===== src/rtl/uart_pkg.sv =====
// rtl/uart_pkg.sv - shared UART encodings, default rates and divider helpers
package uart_pkg;

  // FSM state encoding shared by the rx path
  typedef enum logic [2:0] {
    IDLE   = 3'd0,
    START  = 3'd1,
    DATA   = 3'd2,
    PARITY = 3'd3,
    STOP   = 3'd4
  } uart_state_t;

  localparam int DEF_FRE        = 50_000_000;
  localparam int DEF_BAUD_RATE  = 9600;
  localparam int DEF_OVERSAMPLE = 16;
  localparam int DEF_DATA_BITS  = 8;

  // Clocks per oversample tick, truncated so tx and rx agree on bit time
  function automatic int calc_os_div(input int fre, input int baud, input int os);
    return fre / (baud * os);
  endfunction

  // Terminal count of the tx baud_tick divider (one tick per bit)
  function automatic int calc_count_max(input int fre, input int baud);
    return fre / baud - 1;
  endfunction

endpackage


===== src/rtl/uart_rx_os_tick.sv =====
// rtl/uart_rx_os_tick.sv - oversample tick divider with synchronous clear
import uart_pkg::*;

module uart_rx_os_tick #(
  parameter int OS_DIV = 325
) (
  input  logic clk,
  input  logic rst,
  input  logic clr,
  output logic tick
);

  localparam int CW = (OS_DIV > 1) ? $clog2(OS_DIV) : 1;

  logic [CW-1:0] cnt;

  // Free-running divider, restarted by clr so ticks line up with the start edge
  always_ff @(posedge clk) begin
    if (rst || clr) begin
      cnt <= '0;
    end else if (cnt == CW'(OS_DIV - 1)) begin
      cnt <= '0;
    end else begin
      cnt <= cnt + 1'b1;
    end
  end

  assign tick = (cnt == CW'(OS_DIV - 1));

endmodule


===== src/rtl/uart_rx.sv =====
// rtl/uart_rx.sv - 16x oversampled 8N1 UART receiver; optional parity via UART_RX_PARITY_EN
import uart_pkg::*;

module uart_rx #(
  parameter int FRE        = DEF_FRE,
  parameter int BAUD_RATE  = DEF_BAUD_RATE,
  parameter int OVERSAMPLE = DEF_OVERSAMPLE,
  parameter int DATA_BITS  = DEF_DATA_BITS
) (
  input  logic                 clk,
  input  logic                 rst,
  input  logic                 rx,
  output logic [DATA_BITS-1:0] rx_data,
  output logic                 rx_valid,
  output logic                 frame_err,
  output logic                 parity_err,
  output logic                 busy
);

  localparam int OS_DIV = calc_os_div(FRE, BAUD_RATE, OVERSAMPLE);
  localparam int SW     = $clog2(OVERSAMPLE);
  localparam int BW     = (DATA_BITS > 1) ? $clog2(DATA_BITS) : 1;

  uart_state_t          state;
  logic                 rx_s1, rx_s2, rx_h;
  logic                 start_fall;
  logic                 os_clr;
  logic                 tick;
  logic [SW-1:0]        s;
  logic [BW-1:0]        bit_cnt;
  logic [DATA_BITS-1:0] shift;

`ifdef UART_RX_PARITY_EN
  localparam logic PARITY_ODD = 1'b0;
  logic par_bad;
`else
  assign parity_err = 1'b0;
`endif

  // Two-flop synchroniser plus history flop for edge detection
  always_ff @(posedge clk) begin
    if (rst) begin
      rx_s1 <= 1'b1;
      rx_s2 <= 1'b1;
      rx_h  <= 1'b1;
    end else begin
      rx_s1 <= rx;
      rx_s2 <= rx_s1;
      rx_h  <= rx_s2;
    end
  end

  // Only a genuine 1->0 transition starts a frame, so a held-low break is ignored
  assign start_fall = rx_h & ~rx_s2;
  assign os_clr     = (state == IDLE) && start_fall;

  uart_rx_os_tick #(.OS_DIV(OS_DIV)) u_os_tick (
    .clk  (clk),
    .rst  (rst),
    .clr  (os_clr),
    .tick (tick)
  );

  // Frame FSM: samples mid-bit, assembles LSB-first, registers strobes
  always_ff @(posedge clk) begin
    if (rst) begin
      state     <= IDLE;
      s         <= '0;
      bit_cnt   <= '0;
      shift     <= '0;
      rx_data   <= '0;
      rx_valid  <= 1'b0;
      frame_err <= 1'b0;
      busy      <= 1'b0;
`ifdef UART_RX_PARITY_EN
      parity_err <= 1'b0;
      par_bad    <= 1'b0;
`endif
    end else begin
      rx_valid  <= 1'b0;
      frame_err <= 1'b0;
`ifdef UART_RX_PARITY_EN
      parity_err <= 1'b0;
`endif
      case (state)
        IDLE: begin
          busy <= 1'b0;
          if (start_fall) begin
            state <= START;
            s     <= '0;
            busy  <= 1'b1;
          end
        end
        START: begin
          if (tick) begin
            if (s == SW'(OVERSAMPLE / 2 - 1)) begin
              if (rx_s2) begin
                // Glitch shorter than half a bit: drop it silently
                state <= IDLE;
                busy  <= 1'b0;
              end else begin
                state   <= DATA;
                s       <= '0;
                bit_cnt <= '0;
              end
            end else begin
              s <= s + 1'b1;
            end
          end
        end
        DATA: begin
          if (tick) begin
            if (s == SW'(OVERSAMPLE - 1)) begin
              s     <= '0;
              shift <= {rx_s2, shift[DATA_BITS-1:1]};
              if (bit_cnt == BW'(DATA_BITS - 1)) begin
`ifdef UART_RX_PARITY_EN
                state <= PARITY;
`else
                state <= STOP;
`endif
              end else begin
                bit_cnt <= bit_cnt + 1'b1;
              end
            end else begin
              s <= s + 1'b1;
            end
          end
        end
`ifdef UART_RX_PARITY_EN
        PARITY: begin
          if (tick) begin
            if (s == SW'(OVERSAMPLE - 1)) begin
              s       <= '0;
              par_bad <= ((^shift) ^ rx_s2) != PARITY_ODD;
              state   <= STOP;
            end else begin
              s <= s + 1'b1;
            end
          end
        end
`endif
        STOP: begin
          if (tick) begin
            if (s == SW'(OVERSAMPLE - 1)) begin
              s     <= '0;
              state <= IDLE;
              busy  <= 1'b0;
              if (rx_s2) begin
                rx_data  <= shift;
                rx_valid <= 1'b1;
`ifdef UART_RX_PARITY_EN
                parity_err <= par_bad;
`endif
              end else begin
                frame_err <= 1'b1;
              end
            end else begin
              s <= s + 1'b1;
            end
          end
        end
        default: begin
          state <= IDLE;
          busy  <= 1'b0;
        end
      endcase
    end
  end

endmodule


===== config.mk =====
export PLATFORM = sky130hd
export DESIGN_NAME = uart_rx
export DESIGN_NICKNAME = d
export VERILOG_FILES = /design/src/rtl/uart_pkg.sv /design/src/rtl/uart_rx_os_tick.sv /design/src/rtl/uart_rx.sv
export SDC_FILE = /design/constraint.sdc
export NUM_CORES = 1
export LEC_CHECK = 0
export CORE_ASPECT_RATIO = 1.75
export CORE_MARGIN = 3
export CORE_UTILIZATION = 40
export DETAILED_ROUTE_END_ITERATION = 10
export PLACE_DENSITY = 0.69
export SLEW_MARGIN = 0
export SYNTH_ARGS = -nofsm -noshare
export SYNTH_HDL_FRONTEND = slang
export SYNTH_SLANG_ARGS = --single-unit

===== constraint.sdc =====
create_clock -name clk -period 2.6 [get_ports clk]
set_input_delay 0.26 -clock clk [delete_from_list [all_inputs] [get_ports clk]]
set_output_delay 0.26 -clock clk [all_outputs]
set_load 0.1 [all_outputs]

==> flow_metrics.py, run 1 <==
metrics = {
    "min_path": {
        "hp-class": "flop to flop",
        "hp-start": "rx_s1",
        "holdPathStages": 1,
        "min_to": "rx_s2",
    },
    "yosys": {
        "synthCells": 202,
        "synth_top_cell_by_area": "dfxtp_1",
        "synth_edf_count": 0,
        "synth.top_cell.area_share": 0.4521,
        "syn_nets": 210,
        "async_flop_share": 0,
        "ys_seq_elements": 41,
        "synth_area_leaders": "dfxtp_1 45%, mux2i_1 8.8%, nor2_1 7.2%",
        "yosysSeqAreaShare": 0.4521,
        "yosysWarnings": 0,
        "synth-main-ff-cell": "dfxtp_1",
        "syn_area_per_cell_um2": 8.988,
        "synth.distinct_cells": 45,
        "synth_area_um2": 1815,
    },
    "pwr": {
        "power_leakage_uw": 0.0008248,
        "p_sw_frac": 0.3057,
        "power_frac_seq": 0.460,
        "power_density_nw_per_um2": 745.0,
        "combPwrFrac": 0.211,
        "switching_power_uw": 474.4,
        "p_clk_frac": 0.329,
        "ir_drop_v": 0.0006079,
        "power.internal_uw": 1078,
    },
    "die": {
        "die_y_um": 95.12,
        "num_rows": 31,
        "core_um2": 4267,
        "start_util": 0.4255,
        "die_x_um": 56.93,
        "dieArea_um2": 5415,
        "io_pins": 15,
    },
    "run_status": {
        "outcome": "completed",
    },
    "grt": {
        "antenna_found_initial": 0,
        "grt_overflow": 0,
        "grt_usage": 0.1360,
        "grt_start_max_net_pins": 16,
        "grt_pass1_vias": 1320,
        "grt_first_pass_wirelength_mm": 5.768,
    },
    "clock_tree": {
        "cts_root_buffer": "clkbuf_8",
        "clkSinkCount": 41,
        "cts_resized": 0,
        "clkLatencyLatePin_ns": 0.29,
        "cts_tree": "yes",
        "ctsHoldBuffers": 0,
        "htreeDepth": 2,
        "clk_pin_slew_worst_paths_ns": 0.08,
        "cts_buffer_depth": 2,
        "postCtsSetupBuffers": 0,
        "cts_buffers": 5,
    },
    "placement": {
        "gp_congestion": 0.7092,
        "dp_hpwl_mm": 2.470,
        "port_buffers": 13,
    },
    "detailed_routing": {
        "drt_first_pass_iters": 4,
        "drt-initial-drc-count": 33,
        "ant_nets": 0,
        "drt_wl_total_mm": 3.399,
        "drc": 0,
        "wl_per_cell_um": 12.78,
        "vias_per_cell": 5.267,
        "vias": 1401,
    },
    "sta": {
        "worst_slew_pin_slew_ns": 0.5045,
        "max_freq_mhz": 455.2,
        "maxSlewViolCount": 0,
        "hold_violations": 0,
        "setup_tns_ns": 0,
        "fin_crit_sh": 0.8449,
        "maxSlewHeadroom": 0.6633,
        "grt_setup_unrepaired": "no",
        "skew_ns": 0.007252,
        "fin_crit_ns": 2.197,
        "finalSetupViolCount": 0,
        "hold_ws_ns": 0.4282,
    },
    "final_layout": {
        "area_growth_pct": 14.75,
        "fillers": 420,
        "nets": 224,
        "diodes": 0,
        "drive_above_1_share": 0.1567,
    },
    "setup_path": {
        "path_class": "flop to flop",
        "crit_arrival_ns": 2.42,
        "r2r_slack_ns": 0.40,
        "cp_max_fo": 6,
        "required_ns": 2.82,
        "startpoint_type": "flop",
        "r2r-start": "u_os_tick.cnt[7]",
        "rr_endpoint": "bit_cnt[2]",
        "ff2ff_path_depth": 5,
        "end_kind": "flop",
    },
    "flow_run": {
        "cap_violations": 0,
    },
}
[synth_stat cells (all sizes together), types with 5 or more instances]
library cell and instances:
xnor2 5, nor2 36, or2 5, ha 5, nand2 13, inv 7
mux2i 16, or3 5, nand3 6, clkbuf 9, o21ai 6, dfxtp 41
a21oi 10
[registers in the layout, indices dropped and copies added (netlist names)]
name,flops
u_os_tick.cnt,9
rx_data,8
shift,8
s,4
bit_cnt,3
state,3
busy,1
frame_err,1
rx_h,1
rx_s1,1
rx_s2,1
rx_valid,1
[cell usage in the layout (no fill, tap or decap), types with 2 or more instances in the layout]
cell type	netlist	routed
nand2_1	13	13
mux2i_1	16	16
o21ai_0	6	6
or3_1	4	4
nand4_1	2	2
buf_4	1	15
ha_1	5	5
nand3_1	6	6
a21oi_1	10	10
clkdlybuf4s50_1	0	2
or2_2	4	4
dfxtp_1	41	41
nor2_1	35	35
inv_1	7	7
and3_1	2	2
xnor2_1	5	5
xor2_1	4	4
clkbuf_8	0	5
or3b_2	2	2
nor3b_1	4	4
[routing by layer]
metal  part of all wire  global-route usage  up-vias
li1                   -                   -      720
met1               0.42              0.1448      649
met2               0.53              0.2443       24
met3              0.028             0.02846        8
met4              0.026             0.07544        0
met5                  0                   0        -
[metrics by stage]
stage	worst slack (ns)	util	std cells	instance area, um2	power, uW
after floorplan	0.5257	-	202	1815	975.5
after global placement	0.4194	0.4613	258	1968	1052
after detailed placement	0.4022	0.4613	258	1968	1053
after CTS	0.3964	0.4883	266	2083	1571
after global routing	0.2154	0.4883	266	2083	1637
final	0.4031	0.4883	266	2083	1552
[power groups by stage]
| stage | Combinational, uW | Clock, uW | Sequential (uW) |
|---|---|---|---|
| 6_report | 327 | 511 | 714 |
| 5_1_grt | 361 | 551 | 725 |
| 4_1_cts | 328 | 529 | 714 |
| 3_5_place_dp | 324 | 0 | 728 |
| 3_3_place_gp | 325 | 0 | 726 |
| 2_1_floorplan | 236 | 0 | 739 |
[cells by family (layout without fill, tap and decap cells)]
| logic type | Yosys count | in the layout | synth area share |
|---|---|---|---|
| xor gates and xnor gates | 9 | 9 | 0.04342 |
| AOI/OAI and AO/OA | 26 | 26 | 0.09098 |
| adders and majority gates | 5 | 5 | 0.03446 |
| buffers and inverters | 17 | 32 | 0.03722 |
| and+or+nand+nor | 87 | 87 | 0.2516 |
| muxes | 16 | 16 | 0.08821 |
| other | 1 | 1 | 0.002066 |
| DFF | 41 | 41 | 0.4521 |
[how the worst max path moves through the flow]
| stage | startpoint | end | cells after the start |
|---|---|---|---|
| after floorplan | u_os_tick.cnt[7] | bit_cnt[0] | 5 |
| after global placement | u_os_tick.cnt[7] | shift[2] | 5 |
| after detailed placement | u_os_tick.cnt[7] | shift[2] | 5 |
| after CTS | u_os_tick.cnt[7] | s[3] | 5 |
| after global routing | state[1] | s[3] | 5 |
| final | u_os_tick.cnt[7] | bit_cnt[2] | 5 |
[critical path: stages (launching register included)]
cell     delay [ns]
dfxtp_1        0.33
or4b_4         0.55
or2_0          0.26
or4_4          0.53
or3_1          0.32
a21oi_1        0.14
[cell type report]
| cell class | instances | area, um2 | area share |
|---|---|---|---|
| multi-input cells | 144 | 927.1 | 0.4450 |
| clock inverters | 3 | 46.29 | 0.02222 |
| inverters | 7 | 26.28 | 0.01261 |
| clock buffers | 5 | 68.82 | 0.03303 |
| flip-flops and latches | 41 | 820.8 | 0.3940 |
| well taps | 49 | 61.31 | 0.02943 |
| repair buffers | 17 | 132.6 | 0.06366 |
Note: power is estimated with default switching activity, not from simulation.
==> inputs of run 2 (changes only) <==
Settings changed: PLACE_DENSITY 0.69 to 0.71.
Clock period 2.6 ns to 2 ns, I/O delays scaled along.
==> flow_metrics.py, run 2 (synthesis gave the netlist of run 1 again) <==
metrics = {
    "clock_tree": {
        "htreeDepth": 2,
        "cts_root_buffer": "clkbuf_8",
        "cts_buffers": 5,
        "cts_buffer_depth": 2,
        "clk_pin_slew_worst_paths_ns": 0.08,
        "clkSinkCount": 41,
        "ctsHoldBuffers": 0,
        "clkLatencyLatePin_ns": 0.29,
        "cts_tree": "yes",
    },
    "pwr": {
        "power_leakage_uw": 0.0009790,
        "p_clk_frac": 0.347,
        "power.internal_uw": 1625,
        "total_power_uw": 2299,
        "power_frac_seq": 0.392,
        "power_density_nw_per_um2": 970.6,
        "switching_power_uw": 673.5,
        "p_sw_frac": 0.2930,
        "combPwrFrac": 0.261,
        "ir_drop_v": 0.0008344,
    },
    "final_layout": {
        "reg_top3": "u_os_tick.cnt: 9 flops, rx_data: 8 flops, shift: 8 flops",
        "fin_cells": 290,
        "fillers": 409,
        "drive_above_1_share": 0.2988,
        "final_cell_mix": "37 x dfxtp_1, 37 x buf_4, 35 x nor2_1, 16 x mux2i_1, 13 x nand2_1",
        "nets": 248,
        "regMostFlops": "u_os_tick.cnt",
        "diodes": 0,
        "post-route-util": 0.5551,
        "largest_reg_flops": 9,
        "area_growth_pct": 30.46,
    },
    "grt": {
        "antenna_found_initial": 0,
        "grt_start_max_net_pins": 17,
        "grt_pass1_vias": 1435,
        "grt_first_pass_wirelength_mm": 6.334,
        "grt_usage": 0.1494,
        "grt_overflow": 0,
    },
    "detailed_routing": {
        "drt_wl_total_mm": 3.755,
        "drc": 0,
        "ant_nets": 0,
        "drt_first_pass_iters": 4,
        "vias_per_cell": 5.231,
        "wl_per_cell_um": 12.95,
        "vias": 1517,
        "drt-initial-drc-count": 32,
    },
    "setup_path": {
        "crit_buf_inv": 0,
        "slowest_delay_ns": 0.55,
        "crit_arrival_ns": 2.40,
        "startpoint_type": "flop",
        "crit_slowest_cell": "or4b_4",
        "end_kind": "flop",
        "cp_top_family": "simple AND/OR/NAND/NOR gates",
        "required_ns": 2.23,
        "cp_max_fo": 5,
        "path_class": "flop to flop",
        "crit_chain": "or4b_4 > or2_4 > or4_4 > or3_4 > a21oi_2",
    },
    "sta": {
        "maxSlewViolCount": 0,
        "hold_violations": 0,
        "fin_crit_ns": 2.164,
        "grt_setup_unrepaired": "yes",
        "hold_ws_ns": 0.4235,
        "layout_setup_ws_ns": -0.1637,
        "max_freq_mhz": 462.2,
        "fin_crit_sh": 1.082,
        "skew_ns": 0.007301,
        "finalSetupViolCount": 8,
    },
    "die": {
        "core_um2": 4267,
        "io_pins": 15,
        "die_y_um": 95.12,
        "dieArea_um2": 5415,
        "die_x_um": 56.93,
        "start_util": 0.4255,
        "num_rows": 31,
    },
    "flow_run": {
        "cap_violations": 0,
    },
    "placement": {
        "dpl_worst_slack_ns": -0.1302,
        "gp_congestion": 0.8826,
        "post-place-cells": 280,
        "dp_hpwl_mm": 2.663,
        "port_buffers": 13,
    },
    "min_path": {
        "hp-class": "flop to flop",
    },
    "run_status": {
        "violations": "negative setup slack",
        "outcome": "finished, violations left",
    },
}
## run 2: cell count changes in the layout (fill, tap and decap cells not counted), sizes merged
cell      change
buf          +24
clkinvlp      -1
inv           +1
clkinv        -1
bufinv        +1
## run 2: repair_timing
| item | CTS | global route |
|---|---|---|
| endpoints found under the setup margin | 7 | 27 |
| pin swaps | 7 | 5 |
| hold endpoints to repair | 0 | 0 |
| resized for setup | 1 | 16 |
| buffers inserted | 1 | 1 |
| cloned | 0 | 0 |
## run 2: per-layer routing
layer	vias up	track usage	routed length, um
met1	719	0.1633	1522
met3	8	0.03388	103
met4	0	0.07930	108
met2	25	0.2634	2019
met5	-	0	0
li1	765	-	-
## run 2: layout make-up
| type | count | area [um2] | area share |
|---|---|---|---|
| flip-flops and latches | 41 | 825.8 | 0.3487 |
| clock buffers | 5 | 68.82 | 0.02905 |
| well taps | 49 | 61.31 | 0.02588 |
| clock inverters | 3 | 68.82 | 0.02905 |
| repair buffers | 41 | 329.1 | 0.1389 |
| multi-input cells | 144 | 988.4 | 0.4173 |
| inverters | 7 | 26.28 | 0.01109 |
## run 2: power by group through the flow
stage / logic, uW / registers [uW] / clock network (uW)
6_report: 601 / 900 / 798
5_1_grt: 654 / 907 / 853
4_1_cts: 546 / 896 / 820
3_5_place_dp: 541 / 915 / 0
3_3_place_gp: 538 / 914 / 0
2_1_floorplan: 316 / 961 / 0
## run 2: path summary, 6_finish.rpt
| path | end | slack, ns | startpoint | depth (start not counted) |
|---|---|---|---|---|
| worst min-delay path | rx_s2 | 0.42 | rx_s1 | 1 |
| worst max register to register | bit_cnt[0] | -0.16 | u_os_tick.cnt[7] | 5 |
| worst max-delay path | bit_cnt[0] | -0.16 | u_os_tick.cnt[7] | 5 |
| worst min register to register | rx_s2 | 0.42 | rx_s1 | 1 |
## run 2: worst reg2reg max path: stages, from the launching register on
cell	delay, ns
dfxtp_2	0.32
or4b_4	0.55
or2_4	0.27
or4_4	0.45
or3_4	0.41
a21oi_2	0.12
## run 2: stage by stage
step	setup TNS, ns	area (um2)
finish	-0.6129	2369
global route	-1.607	2369
CTS	-0.5135	2302
detailed placement	-0.5119	2157
global placement	-0.2764	2157
floorplan	-0.2358	1827
==> inputs of run 3 (changes only) <==
Settings changed: CAP_MARGIN set to 10, SLEW_MARGIN 0 to 20.
==> results of run 3 <==
No change in the layout: final DEF, timing and power equal those of run 2.
==> RTL edit (flow settings as in run 3) <==
`DEF_DATA_BITS`: 8 -> 16.
--- a/src/rtl/uart_pkg.sv
+++ b/src/rtl/uart_pkg.sv
@@ -14,5 +14,5 @@
   localparam int DEF_BAUD_RATE  = 9600;
   localparam int DEF_OVERSAMPLE = 16;
-  localparam int DEF_DATA_BITS  = 8;
+  localparam int DEF_DATA_BITS  = 16;
 
   // Clocks per oversample tick, truncated so tx and rx agree on bit time
Ports: changed (resized rx_data); port bits go from 15 to 23. The function was not compared with the original's and may differ.
==> RTL edit against run 3 <==
  * Clock skew up 0.0013 ns
  * Routed wire length rose by 41%
  * Sequential power rose by 31%
  * Global-route usage rose by 1.5 points
  * Count of clock-buffer cells in the layout increased by 6
  * Area after synthesis increased by 38%
  * Setup slack improved by 0.25 ns
  * Sequential cell count increased by 17
  * Hold slack lost 0.16 ns
  * Die area grew 35%
  * Final area is 30% higher
  * Sequential share of layout area rose by 3.0 points
  * Power up 7.0%
==> RTL edit: results (changes against run 3) <==
| Metric | Value |
|---|---|
| Via/cell ratio | `5.10 (was 5.23)` |
| R2R cell count | `9 (was 5)` |
| PortBufs | `21 (was 13)` |
| Pleak | `1.27 nW (was 0.979 nW)` |
| Peak VDD IR | `0.000452 V (was 0.000834 V)` |
| Mux share of post-synthesis cell area | `6.79% (was 8.82%)` |
| Worst-Skew Late Latency | `0.34 ns (was 0.29 ns)` |
| Outcome | `completed (was complete, but fails checks)` |
| Final Net Count | `318 (was 248)` |
| Syn avg cell area | `9.05 um2 (was 8.99 um2)` |
| Top Registers | `rx_data (16), shift (16), u_os_tick.cnt (9) (was u_os_tick.cnt (9), rx_data (8), shift (8))` |
| Clock Skew | `0.00859 ns (was 0.00730 ns)` |
| CP peak stage delay | `0.41 ns (was 0.55 ns)` |
| CP max stage cell | `a2111o_1 (was or4b_4)` |
| Fill count | `566 (was 409)` |
| Xor and xnor area share after synthesis | `4.49% (was 4.34%)` |
| Compound-Gate Fraction of Synth Area | `12.2% (was 9.10%)` |
| Placed instance count | `376 (was 280)` |
| R2R Setup Slk | `0.09 ns (was -0.16 ns)` |
| CTS Buf Count | `9 (was 5)` |
| Number of global-route vias before repair | `2042 (was 1435)` |
| Register area | `0.00117 mm2 (was 826 um2)` |
| Final Wtd Congestion | `0.896 (was 0.883)` |
| H-tree depth | `3 (was 2)` |
| Synth area leaders | `dfxtp_1 46%, mux2i_1 6.8%, nand2_1 6.3%, nor2_1 4.9%, a21oi_1 4.8% (was dfxtp_1 45%, mux2i_1 8.8%, nor2_1 7.2%, ha_1 3.4%, a21oi_1 2.8%)` |
| CP max FO | `3 (was 5)` |
| Family with the most delay on the worst path | `compound AO/OA/AOI/OAI gates (was simple AND/OR/NAND/NOR gates)` |
| Switch share | `21.5% (was 29.3%)` |
==> RTL edit: cells by family (layout without fill, tap and decap cells) <==
kind of cell | Yosys count | count (layout)
flops | 58 | 58
simple gates | 119 | 119
xor+xnor | 12 | 12
fa+ha+maj | 4 | 4
mux | 17 | 17
buf+inv | 23 | 60
compound gates | 43 | 43
other cells | 1 | 1
==> RTL edit: power groups by stage <==
stage,sequential [mW],clock (mW),combinational [mW]
detailed placement,1.20,0,0.106
global placement,1.20,0,0.103
finish,1.18,1.16,0.117
CTS,1.18,1.18,0.106
floorplan,1.20,0,0.0754
global route,1.18,1.24,0.129
==> RTL edit: area by class of cell <==
class	count	share of cell area (%)
Tap cell	78	3.17
Clock inverter	3	2.11
Inverter	7	0.853
Multi-Input combinational cell	196	41.1
Sequential cell	58	37.8
Clock buffer	11	4.59
Timing Repair Buffer	39	10.3
==> RTL edit: how the worst min path moves through the flow <==
stage | to | slack (ns) | cells after the start
global route | busy$_SDFFE_PP0P_ | 0.31 | 2
detailed placement | rx_s2$_SDFF_PP1_ | 0.40 | 1
floorplan | rx_s1$_SDFF_PP1_ | 0.30 | 1
CTS | shift[11]$_SDFFE_PP0P_ | 0.26 | 2
finish | shift[11]$_SDFFE_PP0P_ | 0.27 | 2
global placement | rx_s2$_SDFF_PP1_ | 0.39 | 1
==> RTL edit: repair_timing <==
action | in CTS | in global routing
gates resized for setup | 2 | 11
endpoints found under the setup margin | 2 | 6
buffers inserted | 0 | 2
pin swaps | 1 | 7
==> RTL edit: per-layer routing <==
layer / GRT usage [%] / vias to the layer above / part of all wire, % / wire [um]
met5: 0 / - / 0 / 0
met4: 10.5 / 0 / 3.3 / 176
met3: 4.46 / 17 / 3.4 / 182
met2: 28.0 / 32 / 54 / 2850
met1: 17.0 / 946 / 39 / 2080
li1: - / 1003 / - / -
